File: config.mk
export PLATFORM = sky130hd
export DESIGN_NAME = axis_upsize_gather
export DESIGN_NICKNAME = d
export VERILOG_FILES = /design/src/rtl/axis_pkg.sv /design/src/rtl/axis_out_reg.sv /design/src/rtl/axis_upsize_gather.sv
export SDC_FILE = /design/constraint.sdc
export NUM_CORES = 1
export LEC_CHECK = 0
export CAP_MARGIN = 20
export CORE_AREA = 3 3 127 129
export CTS_CLUSTER_SIZE = 16
export DETAILED_ROUTE_END_ITERATION = 6
export DIE_AREA = 0 0 130 132
export MAX_ROUTING_LAYER = met4
export PLACE_DENSITY = 0.8
export SYNTH_ARGS = -nofsm -noshare
export SYNTH_HDL_FRONTEND = slang
export SYNTH_SLANG_ARGS = --single-unit
export TNS_END_PERCENT = 30
File: constraint.sdc
create_clock -name clk -period 3.3 [get_ports clk]
set_clock_uncertainty 0.05 [all_clocks]
set_input_delay 0.33 -clock clk [delete_from_list [all_inputs] [get_ports clk]]
set_output_delay 0.33 -clock clk [all_outputs]
set_load 0.01 [all_outputs]
File: src/rtl/axis_pkg.sv
// Shared AXI-Stream definitions: gather FSM encodings and width-ratio legality check.
package axis_pkg;

    localparam int unsigned AXIS_SLOT_WIDTH = 8;

    typedef enum logic [1:0] {
        AXIS_GATHER_EMPTY = 2'd0,
        AXIS_GATHER_FILL  = 2'd1,
        AXIS_GATHER_HOLD  = 2'd2
    } axis_gather_state_e;

    // Lane count must be a power of two in 2..128 so the slot counter fits 8 bits.
    function automatic bit cycle_count_legal(input int unsigned n);
        return (n >= 2) && (n <= 128) && ((n & (n - 1)) == 0);
    endfunction

endpackage

File: src/rtl/axis_out_reg.sv
// Single-entry AXI-Stream output register; accepts a load only while free.
module axis_out_reg #(
    parameter int unsigned DATA_WIDTH = 64,
    parameter int unsigned KEEP_WIDTH = 8
) (
    input  logic                  clk,
    input  logic                  rst_n,
    input  logic                  i_load,
    input  logic [DATA_WIDTH-1:0] i_data,
    input  logic [KEEP_WIDTH-1:0] i_keep,
    input  logic                  i_last,
    input  logic                  i_user,
    input  logic                  i_ready,
    output logic                  o_valid,
    output logic [DATA_WIDTH-1:0] o_data,
    output logic [KEEP_WIDTH-1:0] o_keep,
    output logic                  o_last,
    output logic                  o_user,
    output logic                  o_free_c
);

    assign o_free_c = ~o_valid | i_ready;

    // Payload is held (not zeroed) while idle; only valid clears on handshake.
    always_ff @(posedge clk or negedge rst_n) begin
        if (!rst_n) begin
            o_valid <= 1'b0;
            o_data  <= '0;
            o_keep  <= '0;
            o_last  <= 1'b0;
            o_user  <= 1'b0;
        end else if (i_load && o_free_c) begin
            o_valid <= 1'b1;
            o_data  <= i_data;
            o_keep  <= i_keep;
            o_last  <= i_last;
            o_user  <= i_user;
        end else if (i_ready) begin
            o_valid <= 1'b0;
        end
    end

endmodule

File: src/rtl/axis_upsize_gather.sv
// Narrow-to-wide AXI-Stream upsizer: gathers beats lowest lane first, closes early on tlast.
module axis_upsize_gather
    import axis_pkg::*;
#(
    parameter int unsigned INPUT_DATA_WIDTH  = 8,
    parameter int unsigned INPUT_KEEP_WIDTH  = INPUT_DATA_WIDTH / 8,
    parameter int unsigned OUTPUT_DATA_WIDTH = 64,
    parameter int unsigned OUTPUT_KEEP_WIDTH = OUTPUT_DATA_WIDTH / 8
) (
    input  logic                         clk,
    input  logic                         rst_n,
    input  logic [INPUT_DATA_WIDTH-1:0]  input_axis_tdata,
    input  logic [INPUT_KEEP_WIDTH-1:0]  input_axis_tkeep,
    input  logic                         input_axis_tvalid,
    output logic                         input_axis_tready,
    input  logic                         input_axis_tlast,
    input  logic                         input_axis_tuser,
    output logic [OUTPUT_DATA_WIDTH-1:0] output_axis_tdata,
    output logic [OUTPUT_KEEP_WIDTH-1:0] output_axis_tkeep,
    output logic                         output_axis_tvalid,
    input  logic                         output_axis_tready,
    output logic                         output_axis_tlast,
    output logic                         output_axis_tuser
);

    localparam int unsigned CYCLE_COUNT = OUTPUT_KEEP_WIDTH / INPUT_KEEP_WIDTH;
    localparam logic [AXIS_SLOT_WIDTH-1:0] LAST_SLOT = AXIS_SLOT_WIDTH'(CYCLE_COUNT - 1);

    generate
        if (!cycle_count_legal(CYCLE_COUNT)) begin : g_bad_cycle_count
            $error("axis_upsize_gather: CYCLE_COUNT must be a power of two in 2..128");
        end
    endgenerate

    axis_gather_state_e           r_state, w_state_next;
    logic [AXIS_SLOT_WIDTH-1:0]   r_slot, w_slot_next;
    logic                         r_in_ready;
    logic [OUTPUT_DATA_WIDTH-1:0] r_acc_data, w_word_data, w_load_data;
    logic [OUTPUT_KEEP_WIDTH-1:0] r_acc_keep, w_word_keep, w_load_keep;
    logic                         r_acc_last, r_acc_user;
    logic                         w_word_user, w_load_last, w_load_user;
    logic                         w_accept, w_complete, w_free, w_load;

    assign input_axis_tready = r_in_ready;
    assign w_accept   = input_axis_tvalid & r_in_ready;
    assign w_complete = w_accept & ((r_slot == LAST_SLOT) | input_axis_tlast);

    // Word as it would stand after this beat: earlier lanes kept, current lane written, upper lanes zero.
    always_comb begin
        w_word_data = '0;
        w_word_keep = '0;
        for (int i = 0; i < CYCLE_COUNT; i++) begin
            if (AXIS_SLOT_WIDTH'(i) < r_slot) begin
                w_word_data[i*INPUT_DATA_WIDTH +: INPUT_DATA_WIDTH] = r_acc_data[i*INPUT_DATA_WIDTH +: INPUT_DATA_WIDTH];
                w_word_keep[i*INPUT_KEEP_WIDTH +: INPUT_KEEP_WIDTH] = r_acc_keep[i*INPUT_KEEP_WIDTH +: INPUT_KEEP_WIDTH];
            end else if (AXIS_SLOT_WIDTH'(i) == r_slot) begin
                w_word_data[i*INPUT_DATA_WIDTH +: INPUT_DATA_WIDTH] = input_axis_tdata;
                w_word_keep[i*INPUT_KEEP_WIDTH +: INPUT_KEEP_WIDTH] = input_axis_tkeep;
            end
        end
        w_word_user = ((r_slot == '0) ? 1'b0 : r_acc_user) | input_axis_tuser;
    end

    always_ff @(posedge clk or negedge rst_n) begin
        if (!rst_n) begin
            r_state    <= AXIS_GATHER_EMPTY;
            r_slot     <= '0;
            r_in_ready <= 1'b0;
        end else begin
            r_state    <= w_state_next;
            r_slot     <= w_slot_next;
            r_in_ready <= (w_state_next != AXIS_GATHER_HOLD);
        end
    end

    always_comb begin
        w_state_next = r_state;
        w_slot_next  = r_slot;
        case (r_state)
            AXIS_GATHER_HOLD: begin
                if (w_free) w_state_next = AXIS_GATHER_EMPTY;
            end
            default: begin
                if (w_complete) begin
                    w_state_next = w_free ? AXIS_GATHER_EMPTY : AXIS_GATHER_HOLD;
                    w_slot_next  = '0;
                end else if (w_accept) begin
                    w_state_next = AXIS_GATHER_FILL;
                    w_slot_next  = r_slot + AXIS_SLOT_WIDTH'(1);
                end
            end
        endcase
    end

    // Accumulator doubles as the stall slot while HOLD waits for the output register.
    always_ff @(posedge clk or negedge rst_n) begin
        if (!rst_n) begin
            r_acc_data <= '0;
            r_acc_keep <= '0;
            r_acc_last <= 1'b0;
            r_acc_user <= 1'b0;
        end else if (w_accept) begin
            r_acc_data <= w_word_data;
            r_acc_keep <= w_word_keep;
            r_acc_last <= input_axis_tlast;
            r_acc_user <= w_word_user;
        end
    end

    always_comb begin
        w_load      = w_free & ((r_state == AXIS_GATHER_HOLD) | w_complete);
        w_load_data = w_word_data;
        w_load_keep = w_word_keep;
        w_load_last = input_axis_tlast;
        w_load_user = w_word_user;
        if (r_state == AXIS_GATHER_HOLD) begin
            w_load_data = r_acc_data;
            w_load_keep = r_acc_keep;
            w_load_last = r_acc_last;
            w_load_user = r_acc_user;
        end
    end

    axis_out_reg #(
        .DATA_WIDTH (OUTPUT_DATA_WIDTH),
        .KEEP_WIDTH (OUTPUT_KEEP_WIDTH)
    ) u_out_reg (
        .clk      (clk),
        .rst_n    (rst_n),
        .i_load   (w_load),
        .i_data   (w_load_data),
        .i_keep   (w_load_keep),
        .i_last   (w_load_last),
        .i_user   (w_load_user),
        .i_ready  (output_axis_tready),
        .o_valid  (output_axis_tvalid),
        .o_data   (output_axis_tdata),
        .o_keep   (output_axis_tkeep),
        .o_last   (output_axis_tlast),
        .o_user   (output_axis_tuser),
        .o_free_c (w_free)
    );

endmodule

Word level (Yosys, flattened, before mapping)
Cells that the tools add are included.
W data, S select, Z words.
{"block": "op_classes", "n_addsub": 1, "n_lt_le_gt_ge": 8, "n_eq_ne": 10, "muxes": 46, "bitwise": 9, "n_reduce_logical": 5}
{"op": "$mux W8", "n": 19}
{"op": "$mux W64", "n": 1}
{"op": "$eq A3 B8 Y1 const A", "n": 4}
{"op": "$lt A3 B8 Y1 const A", "n": 4}
{"op": "$mux W1", "n": 21}
{"op": "$eq A2 B8 Y1 const A", "n": 2}
{"op": "$lt A1 B8 Y1 const A", "n": 2}
{"op": "$lt A2 B8 Y1 const A", "n": 2}
{"op": "$mux W2", "n": 5}
{"op": "$add A8 B1 Y8 const B", "n": 1}
{"op": "$eq A1 B8 Y1 const A", "n": 1}
{"op": "$eq A8 B3 Y1 const B", "n": 1}
{"op": "$logic_not A8 Y1", "n": 1}
{"op": "$or A1 B1 Y1", "n": 4}
{"op": "$reduce_bool A2 Y1", "n": 2}
{"op": "$and A1 B1 Y1", "n": 3}
{"op": "$eq A2 B2 Y1 const B", "n": 1}
{"op": "$ne A2 B2 Y1 const B", "n": 1}
{"op": "$not A1 Y1", "n": 2}
{"op": "$reduce_and A2 Y1", "n": 1}
{"op": "$logic_and A1 B1 Y1", "n": 1}
{"block": "word_totals", "register_bits": 160, "in_bits": 15, "word_cells": 91}

Depth between registers and ports, before layout
Gate-level depths: netlist of run 1.
{"block": "logic_depth", "depth_word": 7, "ltp_mapped": 8, "ltp_nobuf": 6}

Modules after synthesis
From an unflattened synthesis of run 1, not the netlist that was laid out.
{"block": "hier_totals", "hier_cells": 572, "hier_area_um2": 7965.1}
{"mod": "axis_upsize_gather", "instances": 1, "cells_each": 412, "area_per_inst_um2": 4853.4, "seq_area_each_um2": 2127.0}
{"mod": "axis_out_reg", "instances": 1, "cells_each": 160, "area_per_inst_um2": 3111.7, "seq_area_each_um2": 1876.8}

Least setup slack after synthesis of run 1
OpenSTA, ideal clock, no wires.
{"block": "synth_path", "path_kind": "register to register", "startpoint": "reg r_slot[3]", "endpoint": "reg u_out_reg.o_data[48]", "arrival_ns": 2.270, "t_required_ns": 3.122, "slack_ns": 0.852, "path_stages_with_launch": 6, "path_buffers": 1, "cell_sequence": "dfrtp_1 -> buf_6 -> or4_4 -> a2111oi_4 -> mux2_1 -> mux2_1"}
{"block": "synth_via", "elab_chain_len": 6, "word_cells_on_any_way": 11, "classes_between": "1 x order compare; 2 x eq/ne; 3 x mux; 4 x bitwise; 1 x reduce/logical"}
{"item": "start, declared", "line": "axis_upsize_gather.sv:36", "text": "logic [AXIS_SLOT_WIDTH-1:0] r_slot, w_slot_next;"}
{"item": "start signal, assigned", "line": "axis_upsize_gather.sv:71", "text": "r_slot <= w_slot_next;"}
{"item": "$eq A8 B3 Y1", "line": "axis_upsize_gather.sv:46", "text": "assign w_complete = w_accept & ((r_slot == LAST_SLOT) | input_axis_tlast);"}
{"item": "$or A1 B1 Y1", "line": "axis_upsize_gather.sv:46"}
{"item": "$and A1 B1 Y1", "line": "axis_upsize_gather.sv:46"}
{"item": "$or A1 B1 Y1", "line": "axis_upsize_gather.sv:111", "text": "w_load = w_free & ((r_state == AXIS_GATHER_HOLD) | w_complete);"}
{"item": "$and A1 B1 Y1", "line": "axis_upsize_gather.sv:111"}
{"item": "$logic_and A1 B1 Y1", "line": "axis_out_reg.sv:32", "text": "end else if (i_load && o_free_c) begin"}
{"item": "end signal, assigned", "line": "axis_out_reg.sv:34", "text": "o_data <= i_data;"}
{"item": "end, declared", "line": "axis_out_reg.sv:15", "text": "output logic [DATA_WIDTH-1:0] o_data,"}
Several ways; a longest one is shown, not always the timed one.
A chain may end at the register's enable or synchronous reset.

Worst setup path in the final report of run 1
{"block": "layout_path", "startpoint": "reg r_slot[3]", "endpoint": "reg r_acc_data[1]"}
{"block": "layout_via", "elab_chain_len": 3, "word_cells_on_any_way": 4, "classes_between": "1 x order compare; 2 x mux; 1 x reduce/logical"}
{"item": "branches (longest 2 deep; another with $lt A1 B8 Y1)"}
{"item": "$mux W8 (*)", "line": "axis_upsize_gather.sv:53", "text": "if (AXIS_SLOT_WIDTH'(i) < r_slot) begin"}
{"item": "end signal, assigned", "line": "axis_upsize_gather.sv:103", "text": "r_acc_data <= w_word_data;"}
{"item": "end, declared", "line": "axis_upsize_gather.sv:38", "text": "logic [OUTPUT_DATA_WIDTH-1:0] r_acc_data, w_word_data, w_load_data;"}
Every way passes the cells marked *.

==> metrics.md, run 1 <==
| Metric | Value |
|---|---|
| Outcome | finished clean |
| Post-synthesis mux area share | 0.210 |
| Area leader, netlist | dfrtp_1 |
| Crit path time final | 2.83 ns |
| Yosys warning total | 0 |
| Synth Area in Simple Gates | 0.0849 |
| Fmax | 354 MHz |
| Global route overflow | 0 |
| Clock-pin transition on the worst setup and hold timing paths | 0.06 ns |
| Total of max-cap violations | 0 |
| Avg WL per Cell | 20.0 µm |
| Internal | 4.05 mW |
| Synth Register Bits | 160 |
| Final wirelength | 18,300 µm |
| Sw Share | 0.268 |
| Vias post-DR | 5,544 |
| Post-layout instance area | 9220 µm² |
| Cell count after synthesis | 637 |
| Setup bufs post-CTS | 0 |
| Pwr Total | 5.54 mW |
| Root Buffer | clkbuf_16 |
| Fin cells | 913 |
| WHS | 0.407 ns |
| Routability cong. | 0.869 |
| Total leakage power | 4.25 nW |
| Crit-path leading delay family | simple AND/OR/NAND/NOR gates |
| Post-synthesis compound-gate area fraction | 0.127 |
| Worst endpoint required time | 3.56 ns |
| Critical Path Start Type | flip-flop |
| Post-Synth Adder-Cell Area | 0.00498 |
| CTS buffer count | 17 |
| Seq/Total Area, Yosys | 0.531 |
| DR pass1 iterations | 5 |
| Comb power frac | 0.211 |
| I/O Buffers | 90 |
| Die X | 130 µm |
| CP Capture Type | flip-flop |
| CP max stage cell | or4_4 |
| CTS tree | yes |
| EDFF count, synth | 0 |
| CTS Sinks | 160 |
| I/O pin cnt | 91 |
| Reg power frac | 0.429 |
| Most common flop cell mapped by yosys | dfrtp_1 |
| Netlist cell types | 46 |
| Post-Syn Nets | 655 |
| Worst path cell trace | or4_4 -> or4_4 -> or2_1 -> mux2_4 |
| Core ar. | 15,100 µm² |
| Inst Count DP | 881 |
| Share of flip-flops with an asynchronous set or reset | 1.00 |
| Slew Limit Fails | 0 |
| Top cell type's share of synthesized area | 0.531 |
| Gr usage total | 0.230 |
| Htree depth | 4 |
| Share of post-route cells with drive strength above 1 | 0.233 |
| Cell mode on critical path | or4_4 |
| Worst path max stage delay | 0.64 ns |
| # setup viols final | 0 |
| Largest net degree at the start of global routing | 68 |
| First-pass GRT wire length | 30,000 µm |
| Main combinational cell family by area after synthesis | multiplexers |
| Max-slew headroom | 0.426 |
| Crit Path Class | reg2reg |
| Die height | 132 µm |
| # nets final | 731 |
| CP Max Fanout | 39 |
| Largest cells by area after synthesis | dfrtp_1 (53%), mux2_2 (15%), o21ai_0 (4.7%) |
| Worst slew pin tran | 0.854 ns |
| Synth Cell Area | 7540 µm² |
| Die Area | 17,200 µm² |
| Max VDD drop | 353 µV |
| Clock share of power | 0.360 |
| Antenna-violating nets left | 0 |
| Final number of hold-violating endpoints | 0 |
| Worst-Skew Late Latency | 0.43 ns |
| DR vias/cell | 6.07 |
| Placed inst area | 8610 µm² |
| Placement Setup Slack | 0.496 ns |
| Number of global-route vias before repair | 5,680 |
| DR DRC count | 0 |
| Power per Cell Area | 601 nW/µm² |
| Initial core utilization | 0.498 |
| Final Core Density | 0.609 |
| Final Cycle Share | 0.857 |
| XOR/XNOR Fraction of Synth Area | 0 |
| Worst min path class | in2async |
| Net switching power | 1.48 mW |
| Clock tree buffer depth | 2 |
| R2R setup slack | 0.47 ns |
| Detailed Route Iter0 Violations | 663 |
| Antenna diode count | 0 |
| Fin worst setup slack | 0.473 ns |
| DPL Wire Length | 12,300 µm |
| Initial antenna violation count | 0 |
| Unrepaired setup endpoints after global routing | false |
| Critical Path AT | 3.09 ns |
| Num rows | 45 |
| Mapped Avg Cell Area | 11.8 µm² |
| Syn-to-layout area delta | 22.2% |
| Leading cell types by count after synthesis | dfrtp_1 (160), mux2_2 (99), o21ai_0 (71), nand2_1 (52), a22o_1 (31) |
| Setup TNS | 0 ns |
| Buffers and inverters on the worst path | 0 |
| Most numerous cell in the Yosys netlist | dfrtp_1 |
-- final timing paths --
| kind | cells past startpoint | to | start |
|---|---|---|---|
| setup / recovery | 4 | r_acc_data[1] | r_slot[3] |
| hold / removal | 2 | u_out_reg.o_data[36] | rst_n |
| setup reg to reg | 4 | r_acc_data[1] | r_slot[3] |
| hold reg to reg | 2 | r_acc_data[27] | r_acc_data[27] |
| max in group asynchronous | 3 | r_acc_data[26] | rst_n |
| min in group clk | 2 | r_acc_data[27] | r_acc_data[27] |
-- registers in the layout, indices dropped and copies added (netlist names) --
| signal | flops |
|---|---|
| u_out_reg.o_keep | 8 |
| r_acc_last | 1 |
| u_out_reg.o_valid | 1 |
| r_acc_user | 1 |
| input_axis_tready | 1 |
| r_acc_keep | 8 |
| r_acc_data | 64 |
| r_slot | 8 |
| u_out_reg.o_data | 64 |
| r_state | 2 |
| u_out_reg.o_last | 1 |
| u_out_reg.o_user | 1 |
-- cells by family after synthesis --
| kind of cell | count (synthesis) |
|---|---|
| AO/OA/AOI/OAI | 140 |
| flip-flops | 160 |
| adder cells (fa/ha/maj) | 3 |
| AND/OR/NAND/NOR | 119 |
| multiplexers | 139 |
| buffers and inverters | 76 |
-- layout make-up --
class | instances | area (µm²)
Sequential cell | 160 | 4000
Multi-Input combinational cell | 401 | 3230
Clock buffer | 22 | 464
Inverter | 25 | 93.8
Timing Repair Buffer | 108 | 1050
Clock inverter | 9 | 133
Fill cell | 1137 | 5930
Tap cell | 188 | 235
-- layout by cell type (no fill, tap or decap), types with 16 or more instances in the layout --
master,synthesis,layout
dfrtp_1,160,160
mux2_2,99,99
clkdlybuf4s50_1,0,89
o21ai_0,71,71
nand2_1,52,52
a22o_1,31,31
inv_1,25,25
mux2_1,18,18
o31ai_1,18,18
clkbuf_16,0,17
buf_4,1,16
-- repair_timing --
item	4_1_cts	5_1_grt
resized for setup	0	0
endpoints found under the hold margin	65	0
hold buffers	1	0
-- power by group through the flow --
stage	clock, mW	sequential (mW)	combinational (mW)
4_1_cts	2.02	2.37	1.18
6_report	1.99	2.38	1.17
3_5_place_dp	0	2.41	1.17
3_3_place_gp	0	2.39	1.13
5_1_grt	2.12	2.40	1.26
2_1_floorplan	0	2.42	0.627
-- per-layer routing --
| layer | vias to the layer above | wire length (µm) | global-route usage |
|---|---|---|---|
| li1 | 2446 | - | - |
| met1 | 2818 | 8040 | 0.313 |
| met2 | 239 | 8710 | 0.335 |
| met3 | 41 | 1020 | 0.0511 |
| met4 | 0 | 510 | 0.0924 |
| met5 | - | 0 | - |
No activity file was read; power rests on OpenSTA's default activity.
==> run 2: changes to the inputs <==
--- a/config.mk
+++ b/config.mk
@@ -6,11 +6,10 @@
 export NUM_CORES = 1
 export LEC_CHECK = 0
 export CAP_MARGIN = 20
-export CORE_AREA = 3 3 127 129
+export CORE_AREA = 4 4 128 130
 export CTS_CLUSTER_SIZE = 16
 export DETAILED_ROUTE_END_ITERATION = 6
-export DIE_AREA = 0 0 130 132
-export MAX_ROUTING_LAYER = met4
+export DIE_AREA = 0 0 132 134
 export PLACE_DENSITY = 0.8
 export SYNTH_ARGS = -nofsm -noshare
 export SYNTH_HDL_FRONTEND = slang
==> run 2 against run 1 <==
Effect of this change: wire length grew 1.3%; sequential power hardly changed; power grew 2.6%; final cell count is 0.33% higher; cell area increased by 0.75%; clock-buffer cell count stayed put; sequential share of layout area is 0.32 points lower; combinational power is essentially flat; worst hold slack better by 0.024 ns; first-iteration DRC count is 17% lower; setup slack improved by 0.042 ns; die area increased by 3.1%.
==> metrics.md, run 2 (same netlist as run 1, synthesis figures left out) <==
| Metric | Value |
|---|---|
| Antenna diode count | 0 |
| # nets final | 734 |
| Initial antenna violation count | 0 |
| Die Area | 17,700 µm² |
| Top Registers | r_acc_data x64, u_out_reg.o_data x64 |
| Gr usage total | 0.217 |
| DR pass1 iterations | 5 |
| Setup TNS | 0 ns |
| Worst-Skew Late Latency | 0.43 ns |
| Worst hold stages | 2 |
| Total leakage power | 4.29 nW |
| Syn-to-layout area delta | 23.1% |
| # setup viols final | 0 |
| CP Max Fanout | 10 |
| R2R setup slack | 0.51 ns |
| Worst slew pin tran | 0.829 ns |
| Largest net degree at the start of global routing | 75 |
| Power per Cell Area | 612 nW/µm² |
| Num rows | 45 |
| Htree depth | 4 |
| CP Capture Type | flip-flop |
| Worst r2r dst | u_out_reg.o_data[55] |
| Number of global-route vias before repair | 5,747 |
| Total of max-cap violations | 0 |
| Critical Path Start Type | flip-flop |
| Area of the multi-input gates | 3230 µm² |
| Min-delay src | r_acc_last |
| Final Core Density | 0.613 |
| Final number of hold-violating endpoints | 0 |
| Worst endpoint required time | 3.56 ns |
| Root Buffer | clkbuf_16 |
| Final wirelength | 18,500 µm |
| Critical Path AT | 3.05 ns |
| WHS Endpoint | r_acc_last |
| First-pass GRT wire length | 30,700 µm |
| Worst min path class | reg2reg |
| Initial core utilization | 0.498 |
| Critical path startpoint | r_slot[3] |
| CTS tree | yes |
| Global route overflow | 0 |
| Fin cells | 916 |
| Final Cycle Share | 0.844 |
| CTS Sinks | 160 |
| Max-slew headroom | 0.443 |
| Crit path time final | 2.79 ns |
| Outcome | finished clean |
| Max VDD drop | 363 µV |
| Crit Path Class | reg2reg |
| DPL Wire Length | 12,500 µm |
| Fillers | 1,149 |
| Die height | 134 µm |
| Share of post-route cells with drive strength above 1 | 0.239 |
| Routability cong. | 0.876 |
| Avg WL per Cell | 20.2 µm |
| Fmax | 359 MHz |
| Slew Limit Fails | 0 |
| Unrepaired setup endpoints after global routing | false |
| DR vias/cell | 5.99 |
| Reg2reg start | r_slot[3] |
| Setup bufs post-CTS | 0 |
| FF-to-FF path depth | 4 |
| Reg area | 4000 µm² |
| Core ar. | 15,100 µm² |
| Detailed Route Iter0 Violations | 550 |
| Clock tree buffer depth | 2 |
| Die X | 132 µm |
| I/O Buffers | 90 |
| CTS buffer count | 17 |
| DR DRC count | 0 |
| Vias post-DR | 5,490 |
| Most frequent cells in the layout | dfrtp_1 (160), mux2_2 (99), clkdlybuf4s50_1 (89) |
| Inst Count DP | 882 |
| I/O pin cnt | 91 |
| Commonest non-fill, non-tap cell in the layout | dfrtp_1 |
| Antenna-violating nets left | 0 |
| Clock-pin transition on the worst setup and hold timing paths | 0.06 ns |
==> run 2: cell types whose count changed in the layout (fill, tap and decap cells not counted), sizes merged <==
cell / previous run / this run
buf: 18 / 20
inv: 26 / 25
clkinv: 3 / 4
clkbuf: 22 / 23
bufinv: 3 / 4
clkinvlp: 2 / 1
==> run 2: routing by layer <==
| metal | GRT usage | up-vias | wire [µm] |
|---|---|---|---|
| met5 | 0 | - | 0 |
| met4 | 0.0817 | 0 | 406 |
| met3 | 0.0593 | 33 | 1160 |
| met2 | 0.344 | 187 | 8980 |
| met1 | 0.288 | 2804 | 7970 |
| li1 | - | 2466 | - |
==> run 2: layout make-up <==
type	instances	share of cell area
inverters	25	0.0101
flip-flops and latches	160	0.431
clock inverters	9	0.0167
repair buffers	111	0.116
well taps	188	0.0253
multi-input cells	401	0.348
clock buffers	22	0.0521
==> run 2: worst max path at each step <==
stage / to / slack, ns / depth (start not counted)
floorplan: u_out_reg.o_data[48] / 0.85 / 5
detailed placement: u_out_reg.o_keep[0] / 0.42 / 5
global placement: u_out_reg.o_keep[3] / 0.56 / 5
CTS: u_out_reg.o_keep[0] / 0.40 / 5
global route: u_out_reg.o_data[55] / 0.45 / 4
finish: u_out_reg.o_data[55] / 0.51 / 4
==> run 2: through the flow <==
stage	worst slack (ns)	instance area [µm²]	hold WS [ns]	total power, mW
after floorplan	0.852	7540	-0.0156	3.04
after global placement	0.560	8620	0.328	3.52
after detailed placement	0.424	8620	0.351	3.59
after CTS	0.403	9270	0.433	5.70
after global routing	0.454	9290	0.461	5.91
final	0.515	9290	0.431	5.68
==> run 2: worst max-delay path, cell delays in order, from the launching register on <==
cell       delay, ns
dfrtp_1         0.50
or4_4           0.63
a2111oi_4       0.78
mux2_1          0.41
mux2_1          0.29
==> run 2: what timing repair did <==
action,in CTS,in global routing
gates resized for setup,0,0
endpoints found under the hold margin,72,0
hold buffers,1,0
==> run 2: power breakdown <==
group / internal (mW) / switching (mW) / total [mW]
clock network: 1.34 / 0.783 / 2.13
registers: 2.21 / 0.144 / 2.36
logic: 0.623 / 0.578 / 1.20
